===== src/rtl/bram_arb_pkg.sv =====
// rtl/bram_arb_pkg.sv - shared widths, constants and enums for the two-requester BRAM arbiter
package bram_arb_pkg;

  localparam int ADDR_W = 8;
  localparam int DATA_W = 32;

  // Reserved word that soaks up the idle writes of the always-write-enabled macro
  localparam logic [ADDR_W-1:0] PARK_ADDR = 8'hFF;

  // 32-bit read/write mode, write port permanently enabled
  localparam logic [7:0] BRAM_CFG = 8'b0001_0000;

  typedef enum logic {
    ST_CLEAR = 1'b0,
    ST_RUN   = 1'b1
  } state_e;

  typedef enum logic {
    REQ_A = 1'b0,
    REQ_B = 1'b1
  } req_id_e;

endpackage


===== src/rtl/bram_arbiter2_if.sv =====
// rtl/bram_arbiter2_if.sv - requester A/B handshakes and BRAM macro pins of the arbiter
interface bram_arbiter2_if;
  import bram_arb_pkg::*;

  logic              a_valid;
  logic              a_ready;
  logic              a_we;
  logic [ADDR_W-1:0] a_addr;
  logic [DATA_W-1:0] a_wdata;
  logic              a_rvalid;
  logic [DATA_W-1:0] a_rdata;

  logic              b_valid;
  logic              b_ready;
  logic              b_we;
  logic [ADDR_W-1:0] b_addr;
  logic [DATA_W-1:0] b_wdata;
  logic              b_rvalid;
  logic [DATA_W-1:0] b_rdata;

  logic [ADDR_W-1:0] bram_rd_addr;
  logic [ADDR_W-1:0] bram_wr_addr;
  logic [DATA_W-1:0] bram_wr_data;
  logic [DATA_W-1:0] bram_rd_data;
  logic [7:0]        bram_config;
  logic              init_done;

  // Arbiter side
  modport slave (
    input  a_valid, a_we, a_addr, a_wdata,
    input  b_valid, b_we, b_addr, b_wdata,
    input  bram_rd_data,
    output a_ready, a_rvalid, a_rdata,
    output b_ready, b_rvalid, b_rdata,
    output bram_rd_addr, bram_wr_addr, bram_wr_data, bram_config, init_done
  );

  // User logic plus macro side
  modport master (
    output a_valid, a_we, a_addr, a_wdata,
    output b_valid, b_we, b_addr, b_wdata,
    output bram_rd_data,
    input  a_ready, a_rvalid, a_rdata,
    input  b_ready, b_rvalid, b_rdata,
    input  bram_rd_addr, bram_wr_addr, bram_wr_data, bram_config, init_done
  );

endinterface


===== src/rtl/bram_arbiter2_rr_arb2.sv =====
// rtl/bram_arbiter2_rr_arb2.sv - two-way round-robin grant with a single priority flop
module rr_arb2
  import bram_arb_pkg::*;
(
  input  logic       clk,
  input  logic       rst,
  input  logic       en,
  input  logic [1:0] valid,
  output logic [1:0] grant
);

  req_id_e prio_q;

  // Grant follows valid combinationally; the favoured side wins a tie
  always_comb begin
    grant = 2'b00;
    if (en) begin
      grant[0] = valid[0] & ((prio_q == REQ_A) | ~valid[1]);
      grant[1] = valid[1] & ((prio_q == REQ_B) | ~valid[0]);
    end
  end

  // Hand priority to the other side after each grant, hold it on idle cycles
  always_ff @(posedge clk) begin
    if (rst) begin
      prio_q <= REQ_A;
    end else if (grant[0]) begin
      prio_q <= REQ_B;
    end else if (grant[1]) begin
      prio_q <= REQ_A;
    end
  end

endmodule


===== src/rtl/bram_arbiter2.sv =====
// rtl/bram_arbiter2.sv - BRAM scheduler for two requesters; BRAM_ARB_FWD_EN enables write-to-read bypass
module bram_arbiter2 #(
  parameter logic [bram_arb_pkg::ADDR_W-1:0] PARK_ADDR      = bram_arb_pkg::PARK_ADDR,
  parameter logic [7:0]                      BRAM_CFG       = bram_arb_pkg::BRAM_CFG,
  parameter bit                              CLEAR_ON_RESET = 1'b1
) (
  input  logic            clk,
  input  logic            rst,
  bram_arbiter2_if.slave  bus
);
  import bram_arb_pkg::*;

  state_e            state_q;
  state_e            state_d;
  logic [ADDR_W-1:0] clr_ctr_q;
  logic              run;

  logic [1:0]        grant;
  logic              sel_b;
  logic              g_any;
  logic              g_we;
  logic              g_wr;
  logic              g_rd;
  logic [ADDR_W-1:0] g_addr;
  logic [DATA_W-1:0] g_wdata;

  logic              rvalid_q;
  req_id_e           rid_q;
  logic [DATA_W-1:0] ret_data;

  assign run = (state_q == ST_RUN);

  rr_arb2 u_rr_arb2 (
    .clk   (clk),
    .rst   (rst),
    .en    (run),
    .valid ({bus.b_valid, bus.a_valid}),
    .grant (grant)
  );

  // State register; reset lands in the clear sweep unless it is disabled
  always_ff @(posedge clk) begin
    if (rst) begin
      state_q <= CLEAR_ON_RESET ? ST_CLEAR : ST_RUN;
    end else begin
      state_q <= state_d;
    end
  end

  // Leave the sweep once the last word has been written
  always_comb begin
    state_d = state_q;
    if ((state_q == ST_CLEAR) && (clr_ctr_q == '1)) begin
      state_d = ST_RUN;
    end
  end

  // Sweep address counter, advances only while clearing
  always_ff @(posedge clk) begin
    if (rst) begin
      clr_ctr_q <= '0;
    end else if (state_q == ST_CLEAR) begin
      clr_ctr_q <= clr_ctr_q + ADDR_W'(1);
    end
  end

  // Mux the granted request into a single access description
  always_comb begin
    sel_b   = grant[1];
    g_any   = grant[0] | grant[1];
    g_we    = sel_b ? bus.b_we    : bus.a_we;
    g_addr  = sel_b ? bus.b_addr  : bus.a_addr;
    g_wdata = sel_b ? bus.b_wdata : bus.a_wdata;
    g_wr    = g_any & g_we;
    g_rd    = g_any & ~g_we;
  end

  // Drive handshakes and macro pins; unused ports sit on the park word
  always_comb begin
    bus.a_ready      = grant[0];
    bus.b_ready      = grant[1];
    bus.init_done    = run;
    bus.bram_config  = BRAM_CFG;
    bus.bram_wr_addr = PARK_ADDR;
    bus.bram_wr_data = '0;
    bus.bram_rd_addr = PARK_ADDR;
    if (state_q == ST_CLEAR) begin
      bus.bram_wr_addr = clr_ctr_q;
    end else if (g_wr) begin
      bus.bram_wr_addr = g_addr;
      bus.bram_wr_data = g_wdata;
    end
    if (g_rd) begin
      bus.bram_rd_addr = g_addr;
    end
  end

  // Remember who owns the read in flight; reset drops it
  always_ff @(posedge clk) begin
    if (rst) begin
      rvalid_q <= 1'b0;
      rid_q    <= REQ_A;
    end else begin
      rvalid_q <= g_rd;
      if (g_rd) begin
        rid_q <= sel_b ? REQ_B : REQ_A;
      end
    end
  end

`ifdef BRAM_ARB_FWD_EN
  logic              wr_vld_q;
  logic [ADDR_W-1:0] wr_addr_q;
  logic [DATA_W-1:0] wr_data_q;
  logic              fwd_hit_q;
  logic [DATA_W-1:0] fwd_data_q;

  // Track the previous cycle's write so a read right behind it sees the new word
  always_ff @(posedge clk) begin
    if (rst) begin
      wr_vld_q  <= 1'b0;
      fwd_hit_q <= 1'b0;
    end else begin
      wr_vld_q  <= g_wr;
      fwd_hit_q <= g_rd & wr_vld_q & (g_addr == wr_addr_q);
    end
    wr_addr_q  <= g_addr;
    wr_data_q  <= g_wdata;
    fwd_data_q <= wr_data_q;
  end

  assign ret_data = fwd_hit_q ? fwd_data_q : bus.bram_rd_data;
`else
  assign ret_data = bus.bram_rd_data;
`endif

  // Steer returning data to its owner, zero when not valid
  always_comb begin
    bus.a_rvalid = rvalid_q & (rid_q == REQ_A);
    bus.b_rvalid = rvalid_q & (rid_q == REQ_B);
    bus.a_rdata  = bus.a_rvalid ? ret_data : '0;
    bus.b_rdata  = bus.b_rvalid ? ret_data : '0;
  end

endmodule


===== src/flat_wrapper.sv =====
// flat-port wrapper written by rule: the top's interface ports become plain ports
module bram_arbiter2_flat import bram_arb_pkg::*;
#(
  parameter logic [bram_arb_pkg::ADDR_W-1:0] PARK_ADDR      = bram_arb_pkg::PARK_ADDR,
  parameter logic [7:0]                      BRAM_CFG       = bram_arb_pkg::BRAM_CFG,
  parameter bit                              CLEAR_ON_RESET = 1'b1
)
  (clk, rst, bus_a_valid, bus_a_we, bus_a_addr, bus_a_wdata, bus_b_valid, bus_b_we, bus_b_addr, bus_b_wdata, bus_bram_rd_data, bus_a_ready, bus_a_rvalid, bus_a_rdata, bus_b_ready, bus_b_rvalid, bus_b_rdata, bus_bram_rd_addr, bus_bram_wr_addr, bus_bram_wr_data, bus_bram_config, bus_init_done);
  bram_arbiter2_if bus_i ();
  input  logic clk;
  input  logic rst;
  input wire logic [$bits(bus_i.a_valid)-1:0] bus_a_valid;
  input wire logic [$bits(bus_i.a_we)-1:0] bus_a_we;
  input wire logic [$bits(bus_i.a_addr)-1:0] bus_a_addr;
  input wire logic [$bits(bus_i.a_wdata)-1:0] bus_a_wdata;
  input wire logic [$bits(bus_i.b_valid)-1:0] bus_b_valid;
  input wire logic [$bits(bus_i.b_we)-1:0] bus_b_we;
  input wire logic [$bits(bus_i.b_addr)-1:0] bus_b_addr;
  input wire logic [$bits(bus_i.b_wdata)-1:0] bus_b_wdata;
  input wire logic [$bits(bus_i.bram_rd_data)-1:0] bus_bram_rd_data;
  output wire logic [$bits(bus_i.a_ready)-1:0] bus_a_ready;
  output wire logic [$bits(bus_i.a_rvalid)-1:0] bus_a_rvalid;
  output wire logic [$bits(bus_i.a_rdata)-1:0] bus_a_rdata;
  output wire logic [$bits(bus_i.b_ready)-1:0] bus_b_ready;
  output wire logic [$bits(bus_i.b_rvalid)-1:0] bus_b_rvalid;
  output wire logic [$bits(bus_i.b_rdata)-1:0] bus_b_rdata;
  output wire logic [$bits(bus_i.bram_rd_addr)-1:0] bus_bram_rd_addr;
  output wire logic [$bits(bus_i.bram_wr_addr)-1:0] bus_bram_wr_addr;
  output wire logic [$bits(bus_i.bram_wr_data)-1:0] bus_bram_wr_data;
  output wire logic [$bits(bus_i.bram_config)-1:0] bus_bram_config;
  output wire logic [$bits(bus_i.init_done)-1:0] bus_init_done;
  assign bus_i.a_valid = bus_a_valid;
  assign bus_i.a_we = bus_a_we;
  assign bus_i.a_addr = bus_a_addr;
  assign bus_i.a_wdata = bus_a_wdata;
  assign bus_i.b_valid = bus_b_valid;
  assign bus_i.b_we = bus_b_we;
  assign bus_i.b_addr = bus_b_addr;
  assign bus_i.b_wdata = bus_b_wdata;
  assign bus_i.bram_rd_data = bus_bram_rd_data;
  assign bus_a_ready = bus_i.a_ready;
  assign bus_a_rvalid = bus_i.a_rvalid;
  assign bus_a_rdata = bus_i.a_rdata;
  assign bus_b_ready = bus_i.b_ready;
  assign bus_b_rvalid = bus_i.b_rvalid;
  assign bus_b_rdata = bus_i.b_rdata;
  assign bus_bram_rd_addr = bus_i.bram_rd_addr;
  assign bus_bram_wr_addr = bus_i.bram_wr_addr;
  assign bus_bram_wr_data = bus_i.bram_wr_data;
  assign bus_bram_config = bus_i.bram_config;
  assign bus_init_done = bus_i.init_done;
  bram_arbiter2 #(.PARK_ADDR(PARK_ADDR), .BRAM_CFG(BRAM_CFG), .CLEAR_ON_RESET(CLEAR_ON_RESET)) u_core (.clk(clk), .rst(rst), .bus(bus_i));
endmodule

===== config.mk =====
export PLATFORM = sky130hd
export DESIGN_NAME = bram_arbiter2_flat
export DESIGN_NICKNAME = d
export VERILOG_FILES = /design/src/rtl/bram_arb_pkg.sv /design/src/rtl/bram_arbiter2_if.sv /design/src/rtl/bram_arbiter2_rr_arb2.sv /design/src/rtl/bram_arbiter2.sv /design/src/flat_wrapper.sv
export SDC_FILE = /design/constraint.sdc
export NUM_CORES = 1
export LEC_CHECK = 0
export BUFFER_PORTS_ARGS = -buffer_cell sky130_fd_sc_hd__buf_2
export CAP_MARGIN = 20
export CORE_AREA = 2 2 94 96
export CTS_CLUSTER_SIZE = 24
export DETAILED_ROUTE_END_ITERATION = 8
export DIE_AREA = 0 0 96 98
export PLACE_DENSITY_LB_ADDON = 0.12
export SLEW_MARGIN = 20
export SYNTH_ARGS = -nofsm -noshare
export SYNTH_HDL_FRONTEND = slang
export SYNTH_SLANG_ARGS = --single-unit

===== constraint.sdc =====
create_clock -name clk -period 2.2 [get_ports clk]
set_input_delay 0.66 -clock clk [delete_from_list [all_inputs] [get_ports clk]]
set_output_delay 0.66 -clock clk [all_outputs]
set_load 0.01 [all_outputs]

==> results of run 1 <==
==> registers in the layout, summed over array words and instances, names as in the netlist <==
name / count
u_core.u_rr_arb2.prio_q: 1
u_core.clr_ctr_q: 8
u_core.bus.init_done: 1
u_core.rid_q: 1
u_core.rvalid_q: 1
==> final timing paths <==
path                        start                   end  cells past startpoint  slack, ps
max                   bus_a_valid   bus_bram_wr_addr[6]                      7       -200
min           u_core.clr_ctr_q[7]   u_core.clr_ctr_q[7]                      2        500
max reg2reg  u_core.bus.init_done  u_core.bus.init_done                      4        540
min reg2reg   u_core.clr_ctr_q[7]   u_core.clr_ctr_q[7]                      2        500
==> per-layer routing <==
metal | vias up | track usage [%]
met5 | - | 0
met4 | 0 | 3.52
li1 | 1642 | -
met2 | 156 | 34.0
met1 | 1535 | 22.1
met3 | 8 | 2.47
==> where the power goes <==
| group | switching [mW] | total (mW) | internal, mW | leakage (nW) |
|---|---|---|---|---|
| clock network | 0.0753 | 0.196 | 0.120 | 0.0216 |
| registers | 0.00835 | 0.231 | 0.223 | 0.0978 |
| logic | 0.156 | 0.316 | 0.160 | 1.81 |
| total | 0.240 | 0.743 | 0.503 | 1.93 |
==> area by class of cell <==
type,count,area [µm²]
sequential,12,241
fill,861,4520
clock buffer,3,41.3
tap,108,135
inverter,2,7.51
timing repair buffer,271,1600
multi-input combinational,257,1930
==> through the flow <==
| step | hold WS, ps | setup TNS (ps) |
|---|---|---|
| after global routing | 550 | -10120 |
| after global placement | 486 | -9510 |
| after detailed placement | 494 | -9990 |
| after CTS | 502 | -6960 |
| after floorplan | 471 | 0 |
| final | 505 | -7780 |
==> worst reg2reg max path, cell delays in order (launching register included) <==
cell and delay [ps]:
sky130_fd_sc_hd__dfxtp_2 350, sky130_fd_sc_hd__buf_4 250, sky130_fd_sc_hd__nand4b_1 340, sky130_fd_sc_hd__or4_1 560, sky130_fd_sc_hd__o21ai_0 80
==> layout by cell type (no fill, tap or decap), drive strengths merged, types with 4 or more instances in the layout <==
| master | Yosys | layout |
|---|---|---|
| a211oi | 33 | 33 |
| a41oi | 8 | 8 |
| dfxtp | 12 | 12 |
| and3 | 32 | 32 |
| buf | 30 | 270 |
| or3 | 4 | 4 |
| nand4 | 9 | 9 |
| nand3 | 40 | 40 |
| clkbuf | 19 | 4 |
| o21ai | 12 | 12 |
| o211ai | 32 | 32 |
| nand2 | 4 | 4 |
| a21oi | 5 | 5 |
| and2 | 34 | 34 |
| nor2 | 15 | 15 |
| conb | 2 | 8 |
==> cell families after synthesis <==
kind of cell             count (synthesis)  synth area share (%)
AO/OA/AOI/OAI                           96                  35.3
XOR/XNOR                                 4                  1.60
adder cells (fa/ha/maj)                  1                 0.573
buffers and inverters                   51                  12.4
flip-flops                              12                  11.0
multiplexers                             1                 0.458
other                                    2                 0.344
AND/OR/NAND/NOR                        147                  38.3
==> timing repair <==
action | 4_1_cts | 5_1_grt
pin swaps | 8 | 6
cloned | 1 | 2
setup endpoints to repair | 49 | 50
resized for setup | 31 | 6
buffers inserted | 4 | 2
==> implementation parameters, run 1 <==
Parameter                              Value

Clocking
  Clock sinks ... 12
  TritonCTS clock tree ... built
  Clock-pin slew reported for the worst setup and hold paths after clock tree synthesis ... approximately 50 ps
  Cts bufs inserted ... 3
  Clock latency of the later-clocked register in the worst-skew pair ... between 200 and 250 ps
  Maximum clock insertion buffer count ... 2
  Maximum level of the CTS H-tree ... 1
  Number of hold buffers added after cts ... 0
  Clock Root Buffer ... sky130_fd_sc_hd__clkbuf_8

Floorplan
  Num rows ... 34
  Width of the die ... between 90 and 100 µm
  Overall die area ... about 9400 µm²
  Starting density of the core ... 25.8%
  Top-level I/O count ... approximately 240
  Core Footprint ... 8470 µm²
  Vertical extent of the die ... slightly below 100 µm

Worst setup path
  Critical path data arrival time ... roughly 1700 ps
  Kind of critical path ... input pin to output port
  Capturing element type of the critical path ... output port
  Critical-path top delay cell ... sky130_fd_sc_hd__a32o_2
  Series of cell instances along the critical path ... buf_8 > buf_6 > a21boi_4 > a32o_2 > buf_12 > a41oi_2 > buf_2
  CP peak stage delay ... roughly 240 ps
  Setup crit start kind ... input pin
  Worst EP required ... between 1500 and 2000 ps
  Sum of buffers and inverters on the critical path ... 4
  Maximum fanout encountered on the critical timing path ... 8
  CP delay by family, top ... compound AO/OA/AOI/OAI gates

STA
  Worst Slack Setup Final ... -204 ps
  Max Clock Freq ... around 420 MHz
  Unrepaired setup endpoints after global routing ... yes
  Endpoints failing setup ... 49
  Final count of hold timing violations ... 0
  Worst Skew ... about 5.8 ps
  Final slew viol count ... 0
  Portion of the clock cycle consumed by the worst path in the final layout ... 109%
  Final Critical Period ... between 2000 and 2500 ps

Cells and area
  Final standard cell utilization of the core ... between 40% and 50%
  Count of nets after finishing ... around 670
  Post-route design area ... roughly 3900 µm²
  Antenna diode count ... 0
  Number of cells in the finished layout apart from fillers ... about 650
  Fraction of layout instances using a drive strength above 1 ... 60.2%
  Layout Area Growth over Synthesis ... 80.7%

Synth
  Post-synth EDFFs ... 0
  Asr flop ratio synth ... 0%
  Seq/Total Area, Yosys ... between 10% and 20%
  Most numerous cell in the Yosys netlist ... sky130_fd_sc_hd__nand3_1
  Synth area leaders ... sky130_fd_sc_hd__dfxtp_1 11%, sky130_fd_sc_hd__o211ai_1 11%, sky130_fd_sc_hd__and2_1 9.7%
  Post-synth top flop ... sky130_fd_sc_hd__dfxtp_1
  Leading post-synthesis cells by instance count ... 40 x sky130_fd_sc_hd__nand3_1, 34 x sky130_fd_sc_hd__and2_1, 32 x sky130_fd_sc_hd__and3_1, 32 x sky130_fd_sc_hd__o211ai_1, 23 x sky130_fd_sc_hd__a211oi_1
  Synthesized flop and latch total ... 12
  Yosys warns ... 0
  Average footprint of a synthesized cell ... 6.96 µm²
  Netlist cell types ... 36
  Most area-hungry cell type in the Yosys netlist ... sky130_fd_sc_hd__dfxtp_1
  Mapped Cells ... around 310
  Synth top area share ... between 10 and 15%
  Area of the mapped netlist ... approximately 2200 µm²

Drt
  Overall routed net length ... between 9000 and 10,000 µm
  DRC violation total after the first TritonRoute iteration ... around 120
  Sum of met3 wire segment lengths after detailed routing ... 669 µm
  DRT met1 WL ... 3790 µm
  Routed length on met2 ... 5020 µm
  Detailed Routing Iterations Pass 1 ... 5
  Via count ... 3,341
  Post-route antenna net violation count ... 0
  Via-per-instance ratio ... roughly 5.1
  Uppermost layer routed ... met4
  Detailed-route wire length per cell ... around 15 µm
  Remaining design rule violation count ... 0

Power
  Power consumption ... ~740 µW
  Max VDD drop ... roughly 0.00014 V
  Power per cell area ... ~190 nW/µm²
  Leak pwr ... 1.93 nW

Placement
  Total placed cells including tap cells ... about 640
  Quantity of I/O buffers inserted on ports ... approximately 230
  Worst setup slack after placement ... -269 ps
  Half-perimeter wire length of the detailed placement result ... slightly above 7000 µm
  Global placer's final weighted congestion ... approximately 0.77
  Placed cell area ... ~3700 µm²

GRT
  Via count of the first global-routing pass ... slightly above 3k
  Global route total overflow ... 0
  Overall routing resource usage ... between 10% and 20%
  Global-route wire length before repair ... 14,400 µm
  Number of antenna violations at the first check in global routing ... 0
  Pin count of the biggest net entering global routing ... 34

Hold path
  Path class of the lowest-slack min-delay path ... flip-flop to flip-flop

Outcome
  Violated checks ... setup timing
  Outcome ... complete, but fails checks

Flow run
  Max Cap Viol ... 0
Note: power is estimated with default switching activity, not from simulation.
==> run 2, diff against run 1 <==
ABC_AREA = 1   (was not set)
CORE_AREA = 2 2 95 97   (was 2 2 94 96)
DIE_AREA = 0 0 97 99   (was 0 0 96 98)
SLEW_MARGIN = not set   (was 20)
==> implementation parameters, run 2 <==
Parameter                              Value

GRT
  Via count of the first global-routing pass ... 2,740 (-9.9%)
  Number of antenna violations at the first check in global routing ... 0 (unchanged)
  Pin count of the biggest net entering global routing ... 34 (unchanged)
  Global route total overflow ... 0 (unchanged)
  Global-route wire length before repair ... 12,500 µm (-13%)
  Overall routing resource usage ... 15.3% (-3.0 points)

Hold path
  Depth of the worst hold-timing path ... 2 (unchanged)
  Path class of the lowest-slack min-delay path ... flip-flop to flip-flop
  Critical hold path startpoint ... u_core.clr_ctr_q[5]
  Worst hold endpoint ... u_core.clr_ctr_q[5]

Floorplan
  Width of the die ... 97 µm (+1.0%)
  Overall die area ... 9600 µm² (+2.1%)
  Num rows ... 34 (unchanged)
  Core Footprint ... 8550 µm² (+1.0%)
  Vertical extent of the die ... 99 µm (+1.0%)
  Top-level I/O count ... 243 (unchanged)
  Starting density of the core ... 20.5% (-5.3 points)

Cells and area
  Fraction of layout instances using a drive strength above 1 ... 52.9% (-7.3 points)
  Fill cell instance count of the final layout ... 936 (+8.7%)
  Count of nets after finishing ... 723 (+8.6%)
  Antenna diode count ... 0 (unchanged)
  Largest register by flop count ... u_core.clr_ctr_q
  Area taken by multi-input logic gates ... 1400 µm² (-27%)
  Storage cell area ... 240 µm² (-0.52%)
  Layout Area Growth over Synthesis ... 103%
  Max reg flops ... 8 (unchanged)
  Leading cell types in the layout, fill and taps excluded ... 231 x sky130_fd_sc_hd__buf_2, 103 x sky130_fd_sc_hd__nand2_1, 90 x sky130_fd_sc_hd__nor2_1
  Leading cell type in the layout, fill and taps excluded ... sky130_fd_sc_hd__buf_2

STA
  Worst Skew ... 5.17 ps (-0.607 ps)
  Portion of the clock cycle consumed by the worst path in the final layout ... 106% (-3.2 points)
  Final Critical Period ... 2330 ps (-70.2 ps)
  Unrepaired setup endpoints after global routing ... yes
  Worst Slack Setup Final ... -134 ps (+70.2 ps)
  Max Clock Freq ... 428 MHz (+3.0%)
  Final slew viol count ... 0 (unchanged)
  Endpoints failing setup ... 48 (-2.0%)
  Worst Hold Margin ... 466 ps (-38.9 ps)
  Final count of hold timing violations ... 0 (unchanged)

Drt
  Overall routed net length ... 8130 µm (-15%)
  Remaining design rule violation count ... 0 (unchanged)
  Via-per-instance ratio ... 4.18 (-18%)
  DRC violation total after the first TritonRoute iteration ... 66 (-43%)
  Detailed Routing Iterations Pass 1 ... 4 (-1)
  Detailed-route wire length per cell ... 11.4 µm (-22%)
  Via count ... 2,974 (-11%)
  Post-route antenna net violation count ... 0 (unchanged)

Worst setup path
  Sum of buffers and inverters on the critical path ... 4 (unchanged)
  CP peak stage delay ... 160 ps (-80 ps)
  Setup crit start kind ... input pin
  Maximum fanout encountered on the critical timing path ... 7 (-1)
  Crit-path most repeated cell ... sky130_fd_sc_hd__nand2_8
  Worst-case reg-to-reg path depth ... 6 (+2)
  FF-to-FF End ... u_core.rid_q
  Critical path data arrival time ... 1670 ps (-70 ps)
  Series of cell instances along the critical path ... buf_8 > nand2_8 > inv_8 > nand2_8 > nand2_4 > nand2_4 > nand2_8 > buf_12 > nor2_4 > nor2_1 > buf_2
  Worst EP required ... 1540 ps (about the same)
  Startpoint of the most critical register-to-register path ... u_core.bus.init_done
  Number of cells on the critical path ... 11 (+4)
  Internal reg-to-reg setup slack ... 830 ps (+290 ps)
  Kind of critical path ... input pin to output port
  CP delay by family, top ... simple AND/OR/NAND/NOR gates
  Critical-path top delay cell ... sky130_fd_sc_hd__buf_12
  Capturing element type of the critical path ... output port

Synth
  Synthesized flop and latch total ... 12 (unchanged)
  Post-synth EDFFs ... 0 (unchanged)
  Synth area leaders ... sky130_fd_sc_hd__nand2_1 23%, sky130_fd_sc_hd__nor2_1 21%, sky130_fd_sc_hd__dfxtp_1 14%
  Netlist cell types ... 23 (-36%)
  Area of the mapped netlist ... 1750 µm² (-20%)
  Most numerous cell in the Yosys netlist ... sky130_fd_sc_hd__nand2_1
  Post-synth top flop ... sky130_fd_sc_hd__dfxtp_1
  Mapped Cells ... 359 (+14%)
  Most area-hungry cell type in the Yosys netlist ... sky130_fd_sc_hd__nand2_1
  Leading post-synthesis cells by instance count ... 107 x sky130_fd_sc_hd__nand2_1, 97 x sky130_fd_sc_hd__nor2_1, 45 x sky130_fd_sc_hd__inv_1
  Seq/Total Area, Yosys ... 13.7% (+2.7 points)
  Asr flop ratio synth ... 0% (unchanged)
  Synth top area share ... 22.9% (+12 points)
  Average footprint of a synthesized cell ... 4.89 µm² (-30%)
  Yosys warns ... 0 (unchanged)

Outcome
  Violated checks ... setup timing
  Outcome ... complete, but fails checks

Clocking
  Maximum clock insertion buffer count ... 2 (unchanged)
  Clock Root Buffer ... sky130_fd_sc_hd__clkbuf_8
  Cts bufs inserted ... 3 (unchanged)
  Number of hold buffers added after cts ... 0 (unchanged)
  Clock latency of the later-clocked register in the worst-skew pair ... 240 ps (about the same)
  Clock sinks ... 12 (unchanged)
  Maximum level of the CTS H-tree ... 1 (unchanged)
  TritonCTS clock tree ... built
  Clock-pin slew reported for the worst setup and hold paths after clock tree synthesis ... 50 ps (about the same)

Power
  Power per cell area ... 189 nW/µm² (+0.23%)
  Max VDD drop ... 0.000103 V (-26%)
  Leak pwr ... 2.20 nW (+14%)
  Power consumption ... 671 µW (-9.7%)

Placement
  Worst setup slack after placement ... -228 ps (+41.3 ps)
  Global placer's final weighted congestion ... 0.839 (+8.9%)
  Quantity of I/O buffers inserted on ports ... 234 (unchanged)
  Half-perimeter wire length of the detailed placement result ... 6470 µm (-10%)

Flow run
  Max Cap Viol ... 0 (unchanged)
-- run 2: changes by cell type after synthesis, sizes merged, moves of 33 or more --
cell    previous run  this run
nand2              4       111
nor2              15        97
inv                1        47
a21oi              5        39
and2              34         0
a211oi            33         0
-- run 2: final cells by class --
cell class	instances	share of cell area, %
inverter	47	5.24
timing repair buffer	261	43.2
tap	108	3.80
sequential	12	6.75
multi-input combinational	279	39.5
clock buffer	4	1.55
-- run 2: metrics by stage --
stage	cell area [µm²]	util (%)	std cells	TNS, ps
4_1_cts	3430	40.1	710	-5420
3_5_place_dp	3110	36.4	698	-8250
3_3_place_gp	3110	36.4	698	-6240
2_1_floorplan	1780	-	365	0
6_report	3560	41.6	711	-4320
5_1_grt	3560	41.6	711	-6920
-- run 2: repair_timing --
item,in CTS,in global routing
gates cloned,3,1
pin swaps,4,7
buffers inserted,5,0
gates resized for setup,40,24
endpoints found under the setup margin,48,67
-- run 2: logic make-up after synthesis --
kind of cell    share of synthesized area [%]
compound gates                           14.7
other cells                             0.428
fa+ha+maj                               0.713
simple gates                             50.4
buf+inv                                  19.0
flops                                    13.7
xor+xnor                                0.999
-- run 2: report_power, final --
part | total (mW) | switching [mW] | internal (mW)
registers | 0.228 | 0.00602 | 0.222
clock network | 0.239 | 0.0811 | 0.158
logic | 0.204 | 0.0988 | 0.105
total | 0.671 | 0.186 | 0.485
-- run 2: worst reg2reg max path: cells and delay by family, from the launching register on --
family	cells	cell delay, ps
AO/OA/AOI/OAI	1	130
buffers and inverters	2	270
flip-flops	1	450
AND/OR/NAND/NOR	3	450
-- run 2: how the worst max path moves through the flow --
stage	start	endpoint	slack, ps
after detailed placement	bus_a_valid	bus_bram_wr_addr[2]	-230
after floorplan	bus_a_valid	bus_bram_wr_data[21]	50
after CTS	bus_b_valid	bus_bram_wr_data[27]	-150
after global placement	bus_a_valid	bus_bram_wr_addr[4]	-180
final	bus_b_valid	bus_bram_wr_addr[0]	-130
after global routing	bus_b_valid	bus_bram_wr_addr[0]	-200
-- run 2: per-layer routing --
layer	track usage [%]	vias up	part of all wire, %	routed length (µm)
li1	-	1550	-	-
met1	16.5	1268	37	3020
met2	30.6	150	53	4340
met3	2.70	6	8.6	699
met4	3.68	0	0.78	63
met5	0	-	0	0
==> run 3, diff against run 2 <==
ABC_AREA = not set   (was 1)
CORE_AREA = 2 2 94 96   (was 2 2 95 97)
DIE_AREA = 0 0 96 98   (was 0 0 97 99)
SETUP_SLACK_MARGIN = 0.5   (was not set)
clock period = 2.31 ns   (was 2.2 ns; I/O delays follow)
==> implementation parameters, run 3 (synthesis results as in run 1) <==
Parameter                              Value

Floorplan
  Top-level I/O count ... 243 (unchanged)
  Num rows ... 34 (unchanged)
  Core Footprint ... 8470 µm² (-1.0%)
  Vertical extent of the die ... 98 µm (-1.0%)
  Width of the die ... 96 µm (-1.0%)
  Overall die area ... 9410 µm² (-2.0%)
  Starting density of the core ... 25.8% (+5.3 points)

Cells and area
  Fraction of layout instances using a drive strength above 1 ... 73.2% (+20 points)
  Count of nets after finishing ... 680 (-5.9%)
  Final standard cell utilization of the core ... 60.0% (+18 points)
  Leading cell type in the layout, fill and taps excluded ... sky130_fd_sc_hd__buf_2
  Leading cell types in the layout, fill and taps excluded ... 165 x sky130_fd_sc_hd__buf_2, 76 x sky130_fd_sc_hd__buf_6, 40 x sky130_fd_sc_hd__nand3_1
  Max reg flops ... 8 (unchanged)
  Layout Area Growth over Synthesis ... 133%
  Largest register by flop count ... u_core.clr_ctr_q
  Post-route design area ... 5080 µm² (+43%)

Worst setup path
  FF-to-FF End ... u_core.bus.init_done
  Worst-case reg-to-reg path depth ... 4 (-2)
  Series of cell instances along the critical path ... buf_8 > a21boi_1 > buf_4 > a32o_2 > buf_12 > a41oi_2 > buf_2
  Internal reg-to-reg setup slack ... 770 ps (-60 ps)
  Startpoint of the most critical register-to-register path ... u_core.bus.init_done
  Critical path data arrival time ... 1790 ps (+120 ps)
  Critical-path top delay cell ... sky130_fd_sc_hd__a32o_2
  Kind of critical path ... input pin to output port
  Setup crit start kind ... input pin
  CP peak stage delay ... 240 ps (+80 ps)
  End of the critical path ... bus_bram_wr_addr[0]
  Maximum fanout encountered on the critical timing path ... 8 (+1)
  Capturing element type of the critical path ... output port
  CP startpoint ... bus_a_valid
  Worst EP required ... 1620 ps (+80 ps)

Placement
  Worst setup slack after placement ... -205 ps (+22.5 ps)
  Global placer's final weighted congestion ... 0.945 (+13%)
  Half-perimeter wire length of the detailed placement result ... 8600 µm (+33%)
  Placed cell area ... 3770 µm² (+21%)
  Quantity of I/O buffers inserted on ports ... 234 (unchanged)

Clocking
  TritonCTS clock tree ... built
  Cts bufs inserted ... 3 (unchanged)
  Clock latency of the later-clocked register in the worst-skew pair ... 250 ps (about the same)
  Clock Root Buffer ... sky130_fd_sc_hd__clkbuf_8
  Clock sinks ... 12 (unchanged)
  Maximum level of the CTS H-tree ... 1 (unchanged)
  Maximum clock insertion buffer count ... 2 (unchanged)
  Clock-pin slew reported for the worst setup and hold paths after clock tree synthesis ... 60 ps (about the same)

STA
  Max Clock Freq ... between 400 and 500 MHz
  Portion of the clock cycle consumed by the worst path in the final layout ... 107%
  Worst Skew ... 3.69 ps (-1.48 ps)
  Unrepaired setup endpoints after global routing ... yes
  Final Critical Period ... ~2500 ps
  Endpoints failing setup ... 48 (unchanged)
  Final count of hold timing violations ... 0 (unchanged)
  Worst Slack Setup Final ... -169 ps (-35.3 ps)
  Post-route setup TNS ... -6360 ps (-2040 ps)
  Final slew viol count ... 0 (unchanged)

Power
  Power per cell area ... 149 nW/µm² (-21%)
  Leak pwr ... 2.11 nW (-4.1%)
  Max VDD drop ... 0.000331 V (+220%)

GRT
  Overall routing resource usage ... 25.7% (+10 points)
  Via count of the first global-routing pass ... 3,430 (+25%)
  Global route total overflow ... 0 (unchanged)
  Pin count of the biggest net entering global routing ... 33 (-2.9%)
  Number of antenna violations at the first check in global routing ... 6 (+6)
  Global-route wire length before repair ... 19,000 µm (+52%)

Outcome
  Violated checks ... setup timing
  Outcome ... complete, but fails checks

Hold path
  Critical hold path startpoint ... u_core.clr_ctr_q[7]
  Path class of the lowest-slack min-delay path ... flip-flop to flip-flop

Drt
  Post-route antenna net violation count ... 0 (unchanged)
  Detailed-route wire length per cell ... 20.3 µm (+77%)
  Detailed Routing Iterations Pass 1 ... 4 (unchanged)
  Overall routed net length ... 13,700 µm (+68%)
  Via-per-instance ratio ... 5.37 (+28%)
  DRC violation total after the first TritonRoute iteration ... 184 (+180%)
  Via count ... 3,617 (+22%)
  Remaining design rule violation count ... 0 (unchanged)

Flow run
  Max Cap Viol ... 0 (unchanged)
## run 3: worst max-delay path: cells and delay by family
kind	cells	cell delay (ps)
buf+inv	4	560
compound gates	3	530
## run 3: metrics by stage
stage / total power, mW / std cells / hold slack [ps]
after detailed placement: 0.499 / 641 / 498
final: 0.755 / 674 / 504
after CTS: 0.743 / 662 / 508
after global routing: 0.796 / 674 / 547
after global placement: 0.500 / 641 / 485
after floorplan: 0.344 / 320 / 471
## run 3: final cells by class
class,count,area [µm²]
diodes,6,15.0
clock buffers,4,55.1
fillers,738,3390
inverters,2,10.0
multi-input cells,257,2170
flip-flops and latches,12,246
well taps,108,135
repair buffers,285,2440
## run 3: worst min path at each step
stage / depth (start not counted) / to
finish: 2 / u_core.clr_ctr_q[7]
global route: 2 / u_core.clr_ctr_q[7]
CTS: 2 / u_core.clr_ctr_q[7]
detailed placement: 2 / u_core.clr_ctr_q[7]
global placement: 2 / u_core.clr_ctr_q[7]
floorplan: 2 / u_core.clr_ctr_q[7]
## run 3: routing by layer
metal  wire, µm  GRT usage (%)  vias up
met5          0              0        -
met2       7080           45.4      164
li1           -              -     1693
met4        510           8.68        0
met1       5200           31.6     1724
met3        885           3.32       36
## run 3: power breakdown
group / internal [mW] / switching [mW] / total (mW)
combinational: 0.145 / 0.157 / 0.302
clock: 0.151 / 0.0841 / 0.235
sequential: 0.211 / 0.00754 / 0.218
## run 3: repair_timing
| action | in CTS | in global routing |
|---|---|---|
| resized for setup | 141 | 53 |
| pin swaps | 46 | 29 |
| cloned | 8 | 4 |
| setup endpoints to repair | 116 | 117 |
| setup buffers | 9 | 2 |
| hold buffers | 0 | 0 |
